<file path="src/rtl/hidden_neuron_mac_if.sv">
// hidden_neuron_mac_if: start/ready/valid request bus with operands and result of one serial MAC neuron.
//   master: drives start_i, x_i, w_i, bias_i; receives ready_o, valid_o, neuron_o, sat_o
//   slave : the neuron side of the same bus
interface hidden_neuron_mac_if #(
    parameter int N_INPUTS  = 4,
    parameter int W_WIDTH   = 8,
    parameter int OUT_WIDTH = 10
);
    logic                         start_i;
    logic [N_INPUTS-1:0]          x_i;
    logic [N_INPUTS*W_WIDTH-1:0]  w_i;
    logic signed [W_WIDTH-1:0]    bias_i;
    logic                         ready_o;
    logic                         valid_o;
    logic [OUT_WIDTH-1:0]         neuron_o;
    logic                         sat_o;
    modport master (output start_i, x_i, w_i, bias_i, input ready_o, valid_o, neuron_o, sat_o);
    modport slave  (input start_i, x_i, w_i, bias_i, output ready_o, valid_o, neuron_o, sat_o);
endinterface

</file>
<file path="src/rtl/hidden_neuron_mac.sv">
// hidden_neuron_mac: serial MAC neuron, y = act(bias + sum x[k]*w[k]), one input per cycle.
//   clk_i : clock
//   rst_i : asynchronous active-low reset
//   bus   : hidden_neuron_mac_if.slave (start/ready/valid handshake, operands, saturated result)
module hidden_neuron_mac #(
    parameter int N_INPUTS  = 4,
    parameter int W_WIDTH   = 8,
    parameter int OUT_WIDTH = 10,
    parameter bit RELU_EN   = 1'b1
) (
    input logic clk_i,
    input logic rst_i,
    hidden_neuron_mac_if.slave bus
);
    localparam int ACC_W = W_WIDTH + $clog2(N_INPUTS + 1) + 1;
    localparam int KW    = N_INPUTS > 1 ? $clog2(N_INPUTS) : 1;
    // compare width is wider than both the accumulator and the output so every limit fits as a positive value
    localparam int CW    = (ACC_W > OUT_WIDTH ? ACC_W : OUT_WIDTH) + 1;
    localparam logic signed [CW-1:0] UMAX = (CW'(1) << OUT_WIDTH) - CW'(1);
    localparam logic signed [CW-1:0] SMAX = (CW'(1) << (OUT_WIDTH - 1)) - CW'(1);
    localparam logic signed [CW-1:0] SMIN = ~SMAX;

    typedef enum logic [1:0] {IDLE, ACCUM, DONE} state_t;

    state_t                     state_q;
    logic [KW-1:0]              k_q;
    logic signed [ACC_W-1:0]    acc_q;
    logic [N_INPUTS-1:0]        x_q;
    logic signed [W_WIDTH-1:0]  w_q [N_INPUTS];
    logic                       ready_q, valid_q, sat_q;
    logic [OUT_WIDTH-1:0]       neuron_q;
    logic signed [CW-1:0]       acc_ext;
    logic                       hi, lo, sat_d;
    logic [OUT_WIDTH-1:0]       neuron_d;

    always_comb begin
        acc_ext  = CW'(acc_q);
        hi       = RELU_EN ? acc_ext > UMAX : acc_ext > SMAX;
        // with ReLU a negative sum is clipped to zero, which is not reported as saturation
        lo       = !RELU_EN && acc_ext < SMIN;
        sat_d    = hi | lo;
        neuron_d = (RELU_EN && acc_ext < 0) ? '0 :
                   hi ? (RELU_EN ? UMAX[OUT_WIDTH-1:0] : SMAX[OUT_WIDTH-1:0]) :
                   lo ? SMIN[OUT_WIDTH-1:0] : acc_ext[OUT_WIDTH-1:0];
    end

    always_ff @(posedge clk_i or negedge rst_i) begin
        if (!rst_i) begin
            state_q  <= IDLE;
            k_q      <= '0;
            acc_q    <= '0;
            x_q      <= '0;
            for (int i = 0; i < N_INPUTS; i++) w_q[i] <= '0;
            ready_q  <= 1'b1;
            valid_q  <= 1'b0;
            sat_q    <= 1'b0;
            neuron_q <= '0;
        end else begin
            case (state_q)
                IDLE: begin
                    valid_q <= 1'b0;
                    if (bus.start_i) begin
                        x_q     <= bus.x_i;
                        for (int i = 0; i < N_INPUTS; i++) w_q[i] <= bus.w_i[i*W_WIDTH +: W_WIDTH];
                        acc_q   <= ACC_W'(bus.bias_i);
                        k_q     <= '0;
                        ready_q <= 1'b0;
                        state_q <= ACCUM;
                    end
                end
                ACCUM: begin
                    if (x_q[k_q]) acc_q <= acc_q + ACC_W'(w_q[k_q]);
                    k_q <= k_q + 1'b1;
                    if (k_q == KW'(N_INPUTS - 1)) state_q <= DONE;
                end
                default: begin
                    neuron_q <= neuron_d;
                    sat_q    <= sat_d;
                    valid_q  <= 1'b1;
                    ready_q  <= 1'b1;
                    state_q  <= IDLE;
                end
            endcase
        end
    end

    assign bus.ready_o  = ready_q;
    assign bus.valid_o  = valid_q;
    assign bus.neuron_o = neuron_q;
    assign bus.sat_o    = sat_q;
endmodule

</file>
<file path="src/flat_wrapper.sv">
// flat-port wrapper written by rule: the top's interface ports become plain ports
module hidden_neuron_mac_flat 
#(
    parameter int N_INPUTS  = 4,
    parameter int W_WIDTH   = 8,
    parameter int OUT_WIDTH = 10,
    parameter bit RELU_EN   = 1'b1
)
  (clk_i, rst_i, bus_start_i, bus_x_i, bus_w_i, bus_bias_i, bus_ready_o, bus_valid_o, bus_neuron_o, bus_sat_o);
  hidden_neuron_mac_if #(.N_INPUTS(N_INPUTS), .W_WIDTH(W_WIDTH), .OUT_WIDTH(OUT_WIDTH)) bus_i ();
  input logic clk_i;
  input logic rst_i;
  input wire logic [$bits(bus_i.start_i)-1:0] bus_start_i;
  input wire logic [$bits(bus_i.x_i)-1:0] bus_x_i;
  input wire logic [$bits(bus_i.w_i)-1:0] bus_w_i;
  input wire logic [$bits(bus_i.bias_i)-1:0] bus_bias_i;
  output wire logic [$bits(bus_i.ready_o)-1:0] bus_ready_o;
  output wire logic [$bits(bus_i.valid_o)-1:0] bus_valid_o;
  output wire logic [$bits(bus_i.neuron_o)-1:0] bus_neuron_o;
  output wire logic [$bits(bus_i.sat_o)-1:0] bus_sat_o;
  assign bus_i.start_i = bus_start_i;
  assign bus_i.x_i = bus_x_i;
  assign bus_i.w_i = bus_w_i;
  assign bus_i.bias_i = bus_bias_i;
  assign bus_ready_o = bus_i.ready_o;
  assign bus_valid_o = bus_i.valid_o;
  assign bus_neuron_o = bus_i.neuron_o;
  assign bus_sat_o = bus_i.sat_o;
  hidden_neuron_mac #(.N_INPUTS(N_INPUTS), .W_WIDTH(W_WIDTH), .OUT_WIDTH(OUT_WIDTH), .RELU_EN(RELU_EN)) u_core (.clk_i(clk_i), .rst_i(rst_i), .bus(bus_i));
endmodule
</file>
<file path="config.mk">
export PLATFORM = sky130hd
export DESIGN_NAME = hidden_neuron_mac_flat
export DESIGN_NICKNAME = d
export VERILOG_FILES = /design/src/rtl/hidden_neuron_mac_if.sv /design/src/rtl/hidden_neuron_mac.sv /design/src/flat_wrapper.sv
export SDC_FILE = /design/constraint.sdc
export NUM_CORES = 1
export LEC_CHECK = 0
export BUFFER_PORTS_ARGS = -buffer_cell sky130_fd_sc_hd__buf_4
export CAP_MARGIN = 0
export CORE_MARGIN = 10
export CORE_UTILIZATION = 50
export CTS_CLUSTER_DIAMETER = 80
export DETAILED_ROUTE_END_ITERATION = 16
export GPL_TIMING_DRIVEN = 0
export PLACE_DENSITY = 0.79
export SYNTH_ARGS = -nofsm -noshare
export SYNTH_HDL_FRONTEND = slang
export SYNTH_SLANG_ARGS = --single-unit
export TNS_END_PERCENT = 50
</file>
<file path="constraint.sdc">
create_clock -name clk_i -period 3.11 [get_ports clk_i]
set_clock_uncertainty 0.2 [all_clocks]
set_input_delay 0.622 -clock clk_i [delete_from_list [all_inputs] [get_ports clk_i]]
set_output_delay 0.622 -clock clk_i [all_outputs]
set_load 0.05 [all_outputs]
</file>
## Word level (Yosys, flattened, before mapping)

Index checks and enable logic that the tools add are counted.

- Multipliers: 0
- Reduce and logical (&&, ||, !) cells: 8
- Shift operators: 0
- Order comparisons: 4
- Divide/modulo/power cells: 0
- Multiplexer cells: 18
- Equality and inequality tests: 5
- Bitwise gates (word level): 2
- $add $sub $neg: 2

Operators by type and width:

| operator | count |
|---|---|
| 2-to-1 mux 12 bit | 2 |
| case mux 12 bit (2 select lines) | 1 |
| 2-to-1 mux 10 bit | 2 |
| binary-select mux 8 bit (select 2 bit) | 1 |
| 2-to-1 mux 8 bit | 2 |
| adder 12 x 8 -> 12 bit | 1 |
| greater-than comparator 12 x 11 -> 1 bit, second input constant | 1 |
| less-than comparator 12 x 1 -> 1 bit, second input constant | 1 |
| case mux 2 bit (2 select lines) | 2 |
| AND reduction 2 bit | 4 |
| 2-to-1 mux 2 bit | 3 |
| inequality test 2 x 1 -> 1 bit, second input constant | 2 |
| case mux 1 bit (2 select lines) | 2 |
| >= comparator 3 bit, second input constant | 1 |
| less-than comparator 2 x 3 -> 1 bit, second input constant | 1 |
| inverter 2 -> 3 bit | 1 |
| AND reduction 3 bit | 1 |
| adder 2 x 1 -> 2 bit, second input constant | 1 |
| binary-select mux 1 bit (select 2 bit) | 1 |
| == test 2 x 1 -> 1 bit, second input constant | 1 |
| == test 2 bit, second input constant | 1 |
| zero test 2 bit | 1 |
| 2-to-1 mux 1 bit | 2 |
| inequality test 2 bit, second input constant | 1 |
| other kinds (3) | 3 |

- Latch bits: 0
- Memories: 0
- Bits of input ports: 47
- Output and inout port bits: 13
- Bits in writable memories: 0
- Register bits after elaboration: 65
- Bits in read-only memories: 0
- Logic and storage cells: 51

## Longest topological paths before layout

Gate-level depths: netlist of the first run.

- Depth in word-level cells: 7
- Depth in mapped cells: 12
- Depth with buffers taken out: 11

## Worst setup path before layout of the first run

No wires, ideal clock.

- Path kind: reg-to-reg
- From: register u_core.k_q[0]
- To: register u_core.acc_q[11]
- Stages on the path, launching flop included: 11
- Data arrival time: 2.584 ns
- Setup slack: 0.202 ns
- Period minus slack after synthesis: 2.908 ns
- Data required time: 2.786 ns
- Setup time: 0.124 ns
- Cell sequence: dfrtp_1 -> buf_4 -> mux4_2 -> ha_1 -> a21o_1 -> a31oi_1 -> o21bai_1 -> o41ai_4 -> xnor2_1 -> a31oi_1 -> a21boi_1

- Word-level cells in the longest chain between the ends: 7
- Elaborated cells on any way between the ends: 11
- Those cells by class: add/sub: 1; eq/ne: 1; mux: 7; bitwise: 1; reduce/logical: 1

RTL lines:

| item | RTL line | text |
|---|---|---|
| from (decl) | hidden_neuron_mac.sv:26 | `logic [KW-1:0] k_q;` |
| from (signal assigned) | hidden_neuron_mac.sv:73 | `k_q <= k_q + 1'b1;` |
| inverter 2 -> 3 bit (not written as such) | hidden_neuron_mac.sv:72 | `if (x_q[k_q]) acc_q <= acc_q + ACC_W'(w_q[k_q]);` |
| binary-select mux 8 bit (select 2 bit) | hidden_neuron_mac.sv:72 |  |
| 2-to-1 mux 8 bit (not written as such) (2 in series) | hidden_neuron_mac.sv:72 |  |
| adder 12 x 8 -> 12 bit | hidden_neuron_mac.sv:72 |  |
| 2-to-1 mux 12 bit | hidden_neuron_mac.sv:72 |  |
| case mux 12 bit (2 select lines) | hidden_neuron_mac.sv:59 | `case (state_q)` |
| to (signal assigned) | hidden_neuron_mac.sv:65 | `acc_q <= ACC_W'(bus.bias_i);` |
| to (signal assigned) | hidden_neuron_mac.sv:72 |  |
| to (decl) | hidden_neuron_mac.sv:27 | `logic signed [ACC_W-1:0] acc_q;` |

Parallel ways exist; a longest one is shown, timed or not. The select of a mux whose other input is x is not followed.
A chain may end at the register's enable or synchronous reset.

## Worst setup path in the final report of the first run

Ends and elaborated chain as after synthesis.

==> results.json, run 1 <==
{
  "outcome": "finished clean",
  "worstSetupEndpoint": "u_core.acc_q[11]",
  "total_power_mw": 5.662,
  "required_ns": 3.13,
  "powerDensity_nw_per_um2": 1363,
  "min_period_ns": 3.003,
  "clockRootBuffer": "clkbuf_8",
  "initial_core_util_pct": 51.57,
  "hold_violations": 0,
  "yosys_register_bits": 65,
  "p_leak_nw": 2.065,
  "max_freq_mhz": 333.0,
  "place_area_um2": 3832,
  "vias_per_cell": 5.257,
  "overflow": 0,
  "vias": 2676,
  "ctsLongestPathBuffers": 2,
  "grtUsageTotal_pct": 15.83,
  "critPathMaxFanout": 5,
  "maxSlewViolCount": 0,
  "critPathTopFamily": "compound AO/OA/AOI/OAI gates",
  "critPathLaunchType": "flip-flop",
  "insertion_delay_ns": 0.35,
  "clock_sinks": 65,
  "arrival_ns": 3.03,
  "die_y_um": 101.2,
  "final_util_pct": 65.05,
  "yosysWarnings": 0,
  "design_area_um2": 4154,
  "final_layout_size_suffix_gt1_share_pct": 26.39,
  "syn_nets": 413,
  "setup_viol": 0,
  "cts_buffers": 9,
  "crit_type": "flip-flop to flip-flop",
  "drt_iter0_markers": 95,
  "grt_pass1_wl_um": 13140,
  "cp-end-kind": "flip-flop",
  "grt_pass1_vias": 2934,
  "path_clk_slew_ns": 0.07,
  "holdWs_ns": 0.1712,
  "globalplace.congestion": 0.8562,
  "drv_cap": 0,
  "die_x_um": 101.2,
  "fillers": 518,
  "r2r_start": "u_core.k_q[0]",
  "async_flop_share_pct": 100.0,
  "wirelength_um": 7982,
  "slew_headroom_pct": 46.12,
  "design.die.area_um2": 10230,
  "startpoint": "u_core.k_q[0]",
  "diodes": 0,
  "r2r_setup_slack_ns": 0.11,
  "row_count": 29,
  "area.growth.synth_to_final_pct": 26.14,
  "route.detailed.drc": 0,
  "fin_crit_sh_pct": 96.55,
  "h-tree-depth": 3,
  "synth_area_per_cell_um2": 9.329,
  "drtAntennaViolNets": 0,
  "timing.rr.end": "u_core.acc_q[11]",
  "wire_per_inst_um": 15.68,
  "path_cells": "buf_4, clkbuf_16, mux4_2, ha_1, and3_4, nand2_2, a21oi_4, o41ai_4, xnor2_1, a31oi_1, a21boi_2",
  "dp.cells": 489,
  "dr.pass1.iters": 4,
  "grt_max_degree": 66,
  "layoutNonFillerInstCount": 509,
  "synth_seq_area_share_pct": 49.43,
  "reg2regPathDepth": 11,
  "netlist_area_um2": 3293,
  "hold_path.class": "primary input to async pin",
  "cts_tree": "done",
  "portBuffers": 59,
  "worstPathBufferInverterCount": 2,
  "finalNetCount": 487,
  "ys_types": 40,
  "io-pin-count": 60,
  "peakVddDrop_uv": 749.6,
  "slowest_stage": "mux4_2",
  "synthFlopType": "dfrtp_1",
  "path_depth": 11,
  "worst_pin_slew_ns": 0.8082,
  "detailed_place_hpwl_um": 5844,
  "critPathMaxStageDelay_ns": 0.51,
  "netlist_instances": 353,
  "synth_edf_count": 0,
  "core_area_um2": 6386,
  "hold_buffers": 0,
  "antenna_found_initial": 0
}
-- per-layer routing --
| metal | share of wire (%) | vias up | GRT usage (%) | wire, um |
|---|---|---|---|---|
| met2 | 47 | 72 | 25.44 | 3737 |
| li1 | - | 1317 | - | - |
| met3 | 6.3 | 15 | 4.561 | 503 |
| met4 | 1.9 | 0 | 6.645 | 154 |
| met5 | 0 | - | 0 | 0 |
| met1 | 45 | 1272 | 19.49 | 3585 |
-- synthesized netlist by cell type (2+ instances only) --
master	count	area share (%)
nand2_1	122	14
dfrtp_1	64	49
nor2_1	42	4.8
a21oi_1	13	2.0
ha_1	12	4.6
clkbuf_1	11	1.3
mux2_2	10	3.4
mux4_2	9	6.2
o21ai_0	9	1.4
a31oi_1	6	1.1
inv_1	5	0.57
a21o_1	4	0.91
nor2b_1	4	0.76
nor3_1	4	0.61
xnor2_1	4	1.1
o21a_1	3	0.68
a21oi_2	2	0.53
and2_1	2	0.38
buf_1	2	0.23
buf_2	2	0.30
nand2b_1	2	0.38
o21bai_1	2	0.46
xor2_1	2	0.53
-- what timing repair did --
item | CTS | global route
gates resized for setup | 1 | 12
cloned | 0 | 1
endpoints found under the hold margin | 0 | 0
endpoints found under the setup margin | 1 | 4
setup buffers | 1 | 2
pin swaps | 0 | 5
-- per-stage QoR --
step | setup slack (ns) | TNS (ns)
after floorplan | 0.2023 | 0
after global placement | -0.006245 | -0.006245
after detailed placement | -0.05244 | -0.05244
after CTS | 0.03681 | 0
after global routing | -0.0006655 | -0.0006655
final | 0.1073 | 0
-- cell families (layout without fill, tap and decap cells) --
logic type | Yosys count | count (layout) | share of synthesized area (%)
and+or+nand+nor | 181 | 181 | 21.81
AOI/OAI and AO/OA | 48 | 48 | 9.841
buffers and inverters | 21 | 100 | 2.584
muxes | 19 | 19 | 9.574
DFF | 65 | 65 | 49.43
adders and majority gates | 13 | 13 | 5.167
xor gates and xnor gates | 6 | 6 | 1.596
-- final cells by class --
cell class                 count  area (um^2)  share of cell area [%]
multi-input combinational    267         1632                   39.28
inverter                       5        18.77                  0.4518
tap                           77        96.34                   2.319
buffer                        16        73.82                   1.777
clock buffer                  13        148.9                   3.584
clock inverter                 3        65.06                   1.566
sequential                    65         1629                   39.22
timing repair buffer          63        490.5                   11.81
-- registers in the layout (all words and copies together) (netlist names) --
signal / cells
u_core.bus.valid_o: 1
u_core.x_q: 4
u_core.bus.neuron_o: 10
u_core.bus.sat_o: 1
u_core.k_q: 2
u_core.bus.ready_o: 1
u_core.w_q: 32
u_core.acc_q: 12
u_core.state_q: 2
-- worst min-delay path by stage --
stage / startpoint / end / slack, ns / depth (start not counted)
2_1_floorplan: rst_i / u_core.acc_q[0] / 0.13 / 0
3_3_place_gp: u_core.w_q[28] / u_core.w_q[28] / 0.25 / 2
3_5_place_dp: u_core.w_q[11] / u_core.w_q[11] / 0.26 / 2
4_1_cts: rst_i / u_core.w_q[18] / 0.20 / 1
5_1_grt: rst_i / u_core.bus.neuron_o[7] / 0.23 / 1
6_report: rst_i / u_core.bus.neuron_o[7] / 0.17 / 1
-- cells in the final DEF (no fill, tap or decap), types with 2 or more instances in the layout --
cell	synthesis	final
buf_1	2	2
mux2_2	10	10
clkbuf_8	0	10
a21o_1	4	4
nand2b_1	2	2
o21a_1	3	3
o21ai_0	9	9
a31oi_1	6	5
xor2_1	2	2
bufinv_16	0	2
and2_1	2	2
ha_1	12	10
buf_2	2	2
dfrtp_1	64	63
inv_1	5	5
nor2_1	42	41
nand2_1	122	121
clkbuf_1	11	14
xnor2_1	4	4
mux4_2	9	9
nor3_1	4	3
a21oi_1	13	13
buf_4	1	62
nor2b_1	4	4
-- power breakdown --
part	switching [mW]	total [mW]	internal [mW]
Clock	0.307	0.780	0.473
Combinational	1.89	3.36	1.47
Sequential	0.259	1.52	1.26
No activity file was read; power rests on OpenSTA's default activity.
==> inputs of run 2 (changes only) <==
--- a/config.mk
+++ b/config.mk
@@ -7,12 +7,15 @@
 export LEC_CHECK = 0
 export BUFFER_PORTS_ARGS = -buffer_cell sky130_fd_sc_hd__buf_4
 export CAP_MARGIN = 0
+export CORE_ASPECT_RATIO = 0.8
 export CORE_MARGIN = 10
-export CORE_UTILIZATION = 50
+export CORE_UTILIZATION = 52
+export CTS_BUF_LIST = sky130_fd_sc_hd__clkbuf_8
 export CTS_CLUSTER_DIAMETER = 80
 export DETAILED_ROUTE_END_ITERATION = 16
 export GPL_TIMING_DRIVEN = 0
-export PLACE_DENSITY = 0.79
+export PLACE_DENSITY = 0.81
+export SKIP_LAST_GASP = 1
 export SYNTH_ARGS = -nofsm -noshare
 export SYNTH_HDL_FRONTEND = slang
 export SYNTH_SLANG_ARGS = --single-unit
==> results.json, run 2 (same netlist as run 1, synthesis figures left out) <==
{
  "fin_crit_sh_pct": 96.33,
  "initial_core_util_pct": 54.55,
  "crit_type": "flip-flop to flip-flop",
  "peakVddDrop_uv": 470.2,
  "hold_buffers": 0,
  "dr.pass1.iters": 4,
  "layoutNonFillerInstCount": 512,
  "setup_tns_ns": 0,
  "powerDensity_nw_per_um2": 1369,
  "antenna_found_initial": 0,
  "die_y_um": 91.18,
  "cp-end-kind": "flip-flop",
  "ctsLongestPathBuffers": 2,
  "io-pin-count": 60,
  "grt_pass1_wl_um": 13680,
  "vias": 2760,
  "top_register": "u_core.w_q",
  "p_leak_nw": 2.071,
  "rsz0062_at_grt": "yes",
  "diodes": 0,
  "reg2regPathDepth": 11,
  "grtUsageTotal_pct": 17.28,
  "wirelength_um": 8103,
  "dp.cells": 493,
  "cts_tree": "done",
  "wire_per_inst_um": 15.83,
  "min_period_ns": 2.996,
  "critPathMaxFanout": 10,
  "vias_per_cell": 5.391,
  "design.die.area_um2": 9936,
  "area.growth.synth_to_final_pct": 25.99,
  "max_freq_mhz": 333.8,
  "globalplace.congestion": 0.9184,
  "maxSlewViolCount": 0,
  "final_common_cell": "nand2_1",
  "r2r_start": "u_core.k_q[0]",
  "insertion_delay_ns": 0.35,
  "portBuffers": 59,
  "drtAntennaViolNets": 0,
  "core_area_um2": 6037,
  "slew_headroom_pct": 43.49,
  "drv_cap": 0,
  "r2r_setup_slack_ns": 0.11,
  "drt_iter0_markers": 111,
  "place_area_um2": 3837,
  "timing.rr.end": "u_core.acc_q[11]",
  "route.detailed.drc": 0,
  "path_clk_slew_ns": 0.07,
  "hold_violations": 0,
  "die_x_um": 109.0,
  "detailed_place_hpwl_um": 6015,
  "largest_reg_flops": 32,
  "clockRootBuffer": "clkbuf_8",
  "required_ns": 3.14,
  "arrival_ns": 3.03,
  "design_area_um2": 4149,
  "grt_max_degree": 66,
  "hold_path.class": "primary input to async pin",
  "finalNetCount": 486,
  "cts_buffers": 9,
  "total_power_mw": 5.682,
  "worst_pin_slew_ns": 0.8446,
  "outcome": "finished clean",
  "final_layout_size_suffix_gt1_share_pct": 25.52,
  "h-tree-depth": 3,
  "grt_pass1_vias": 2895,
  "layout_common_cells": "122 x nand2_1, 64 x dfrtp_1, 62 x buf_4, 42 x nor2_1, 13 x a21oi_1",
  "overflow": 0,
  "critPathLaunchType": "flip-flop",
  "setup_viol": 0,
  "clock_sinks": 65,
  "row_count": 25
}
==> run 2: area by class of cell <==
class | count | area (um^2)
tap | 81 | 101.3
clock buffer | 12 | 165.2
inverter | 5 | 18.77
fill | 487 | 1888
clock inverter | 4 | 97.59
sequential | 65 | 1628
timing repair buffer | 62 | 465.4
buffer | 16 | 81.33
multi-input combinational | 267 | 1592
==> run 2: repair_timing <==
action / 4_1_cts / 5_1_grt
buffers inserted: 2 / 1
endpoints found under the setup margin: 1 / 3
resized for setup: 2 / 6
==> run 2: how the worst max path moves through the flow <==
| stage | to | cells past startpoint | slack [ns] | startpoint |
|---|---|---|---|---|
| floorplan | u_core.acc_q[11] | 10 | 0.20 | u_core.k_q[0] |
| global placement | u_core.acc_q[11] | 10 | -0.03 | u_core.k_q[0] |
| detailed placement | u_core.acc_q[11] | 10 | -0.09 | u_core.k_q[0] |
| CTS | u_core.acc_q[11] | 10 | 0.05 | u_core.k_q[0] |
| global route | u_core.acc_q[11] | 10 | -0.04 | u_core.k_q[0] |
| finish | u_core.acc_q[11] | 11 | 0.11 | u_core.k_q[0] |
==> run 2: routing by layer <==
metal / up-vias / track usage (%) / wire, um
li1: 1322 / - / -
met1: 1330 / 20.79 / 3401
met2: 94 / 28.09 / 3965
met3: 14 / 5.438 / 618
met4: 0 / 6.689 / 118
met5: - / 0 / 0
==> run 2: critical path: stages, from the launching register on <==
cell and delay, ns:
dfrtp_1 0.40, buf_12 0.16, mux4_2 0.54, buf_4 0.18
ha_1 0.31, and3_1 0.17, nand2_1 0.08, a21oi_2 0.05
o41ai_4 0.32, xnor2_1 0.18, a31oi_1 0.11, a21boi_2 0.18
==> run 2: power by group <==
group	leakage, nW	switching [mW]	internal (mW)
Clock	0.129	0.334	0.598
Combinational	1.15	1.84	1.39
Sequential	0.795	0.257	1.26
==> run 2: stage by stage <==
step | utilization (%) | hold WS, ns | worst slack (ns)
6_report | 68.73 | 0.1574 | 0.1140
5_1_grt | 68.73 | 0.2259 | -0.03977
4_1_cts | 68.29 | 0.1898 | 0.04610
3_5_place_dp | 63.56 | 0.2595 | -0.09454
3_3_place_gp | 63.56 | 0.2549 | -0.03431
2_1_floorplan | - | 0.1264 | 0.2023
==> inputs of run 3 (changes only) <==
--- a/config.mk
+++ b/config.mk
@@ -13,7 +13,6 @@
 export CTS_BUF_LIST = sky130_fd_sc_hd__clkbuf_8
 export CTS_CLUSTER_DIAMETER = 80
 export DETAILED_ROUTE_END_ITERATION = 16
-export GPL_TIMING_DRIVEN = 0
 export PLACE_DENSITY = 0.81
 export SKIP_LAST_GASP = 1
 export SYNTH_ARGS = -nofsm -noshare
==> results.json, run 3 (same netlist as run 1, synthesis figures left out) <==
{
  "overflow": 0,
  "insertion_delay_ns": 0.35,
  "p_leak_nw": 2.048,
  "row_count": 25,
  "drv_cap": 0,
  "slew_headroom_pct": 46.14,
  "initial_core_util_pct": 54.55,
  "clockRootBuffer": "clkbuf_8",
  "crit_type": "flip-flop to flip-flop",
  "min_period_ns": 2.898,
  "hold_path.class": "primary input to async pin",
  "top_register": "u_core.w_q",
  "slowest_stage": "mux4_2",
  "portBuffers": 59,
  "drtAntennaViolNets": 0,
  "critPathTopFamily": "compound AO/OA/AOI/OAI gates",
  "path_depth": 10,
  "cpMostUsedCell": "a21oi_2",
  "arrival_ns": 2.93,
  "place_area_um2": 3826,
  "die_x_um": 109.0,
  "clock_sinks": 65,
  "cts_buffers": 9,
  "worstPathBufferInverterCount": 2,
  "fin_crit_sh_pct": 93.20,
  "critPathMaxFanout": 9,
  "cp-end-kind": "flip-flop",
  "final_layout_size_suffix_gt1_share_pct": 26.19,
  "required_ns": 3.14,
  "dr.pass1.iters": 4,
  "layout_common_cells": "122 x nand2_1, 66 x buf_4, 63 x dfrtp_1, 41 x nor2_1, 13 x a21oi_1",
  "powerDensity_nw_per_um2": 1338,
  "ctsLongestPathBuffers": 2,
  "dp_slack_ns": 0.1225,
  "grt_pass1_wl_um": 12710,
  "route.detailed.drc": 0,
  "diodes": 0,
  "path_clk_slew_ns": 0.07,
  "wirelength_um": 7427,
  "design_area_um2": 4061,
  "holdWs_ns": 0.1649,
  "fillers": 505,
  "reg2regPathDepth": 10,
  "worst_pin_slew_ns": 0.8079,
  "max_freq_mhz": 345.0,
  "antenna_found_initial": 0,
  "final_common_cell": "nand2_1",
  "hold_violations": 0,
  "grt_max_degree": 66,
  "setup_viol": 0,
  "core_area_um2": 6037,
  "largest_reg_flops": 32,
  "die_y_um": 91.18,
  "h-tree-depth": 3,
  "maxSlewViolCount": 0,
  "vias_per_cell": 5.228,
  "setup_tns_ns": 0,
  "area.growth.synth_to_final_pct": 23.33,
  "layout_setup_ws_ns": 0.2116,
  "finalNetCount": 475,
  "grt_pass1_vias": 2696,
  "detailed_place_hpwl_um": 5421,
  "critPathLaunchType": "flip-flop",
  "drt_iter0_markers": 123,
  "wire_per_inst_um": 14.82,
  "outcome": "finished clean",
  "critPathMaxStageDelay_ns": 0.49,
  "io-pin-count": 60,
  "grtUsageTotal_pct": 15.86,
  "design.die.area_um2": 9936,
  "path_cells": "buf_6, buf_4, mux4_2, ha_1, a21oi_2, a21oi_2, o41ai_4, xnor2_1, a31oi_1, a21boi_1",
  "peakVddDrop_uv": 541.1,
  "cts_tree": "done",
  "vias": 2619,
  "globalplace.congestion": 0.8999
}
## run 3: cell count changes in the layout (fill, tap and decap cells not counted), moves of 2 or more
cell / change
clkbuf_1: -11
bufinv_16: -2
inv_1: +2
buf_4: +4
buf_1: -2
## run 3: power by group
group | leakage (nW) | switching, mW | internal, mW
clock | 0.115 | 0.314 | 0.429
sequential | 0.794 | 0.340 | 1.26
combinational | 1.14 | 1.70 | 1.39
## run 3: worst reg2reg max path: stages, from the launching register on
cell,delay (ns)
dfrtp_1,0.37
buf_6,0.16
buf_4,0.15
mux4_2,0.49
ha_1,0.35
a21oi_2,0.21
a21oi_2,0.11
o41ai_4,0.32
xnor2_1,0.19
a31oi_1,0.11
a21boi_1,0.15
## run 3: layer usage
metal | global-route usage, % | part of all wire, % | vias to the layer above
li1 | - | - | 1294
met1 | 19.39 | 45 | 1251
met2 | 25.15 | 48 | 65
met3 | 6.427 | 6.3 | 9
met4 | 4.496 | 1.1 | 0
met5 | 0 | 0 | -
## run 3: layout make-up
cell class              count  area, um^2  share of cell area [%]
clock buffers              12       165.2                   4.067
clock inverters             4       42.54                   1.047
flip-flops and latches     65        1629                   40.11
multi-input cells         267        1598                   39.34
repair buffers             67       506.7                   12.48
well taps                  81       101.3                   2.495
inverters                   5       18.77                  0.4621
## run 3: path summary, 6_finish.rpt
path                                startpoint               end  slack, ns
max in group asynchronous                rst_i     u_core.k_q[1]       1.98
worst max register to register   u_core.k_q[0]  u_core.acc_q[11]       0.21
min in group clk_i                 bus_w_i[15]    u_core.w_q[23]       0.26
worst max-delay path             u_core.k_q[0]  u_core.acc_q[11]       0.21
worst min register to register  u_core.w_q[19]    u_core.w_q[19]       0.27
worst min-delay path                     rst_i    u_core.w_q[23]       0.16
## run 3: timing repair
item                                    4_1_cts  5_1_grt
buffers inserted                              0        1
gates resized for setup                       0        4
hold buffers                                  0        0
endpoints found under the setup margin        0        1
## run 3: through the flow
step / power (mW) / util (%) / std cells
CTS: 5.379 / 66.82 / 500
finish: 5.434 / 67.27 / 501
global route: 5.933 / 67.27 / 501
global placement: 4.512 / 63.38 / 484
detailed placement: 4.614 / 63.38 / 484
floorplan: 3.899 / - / 353
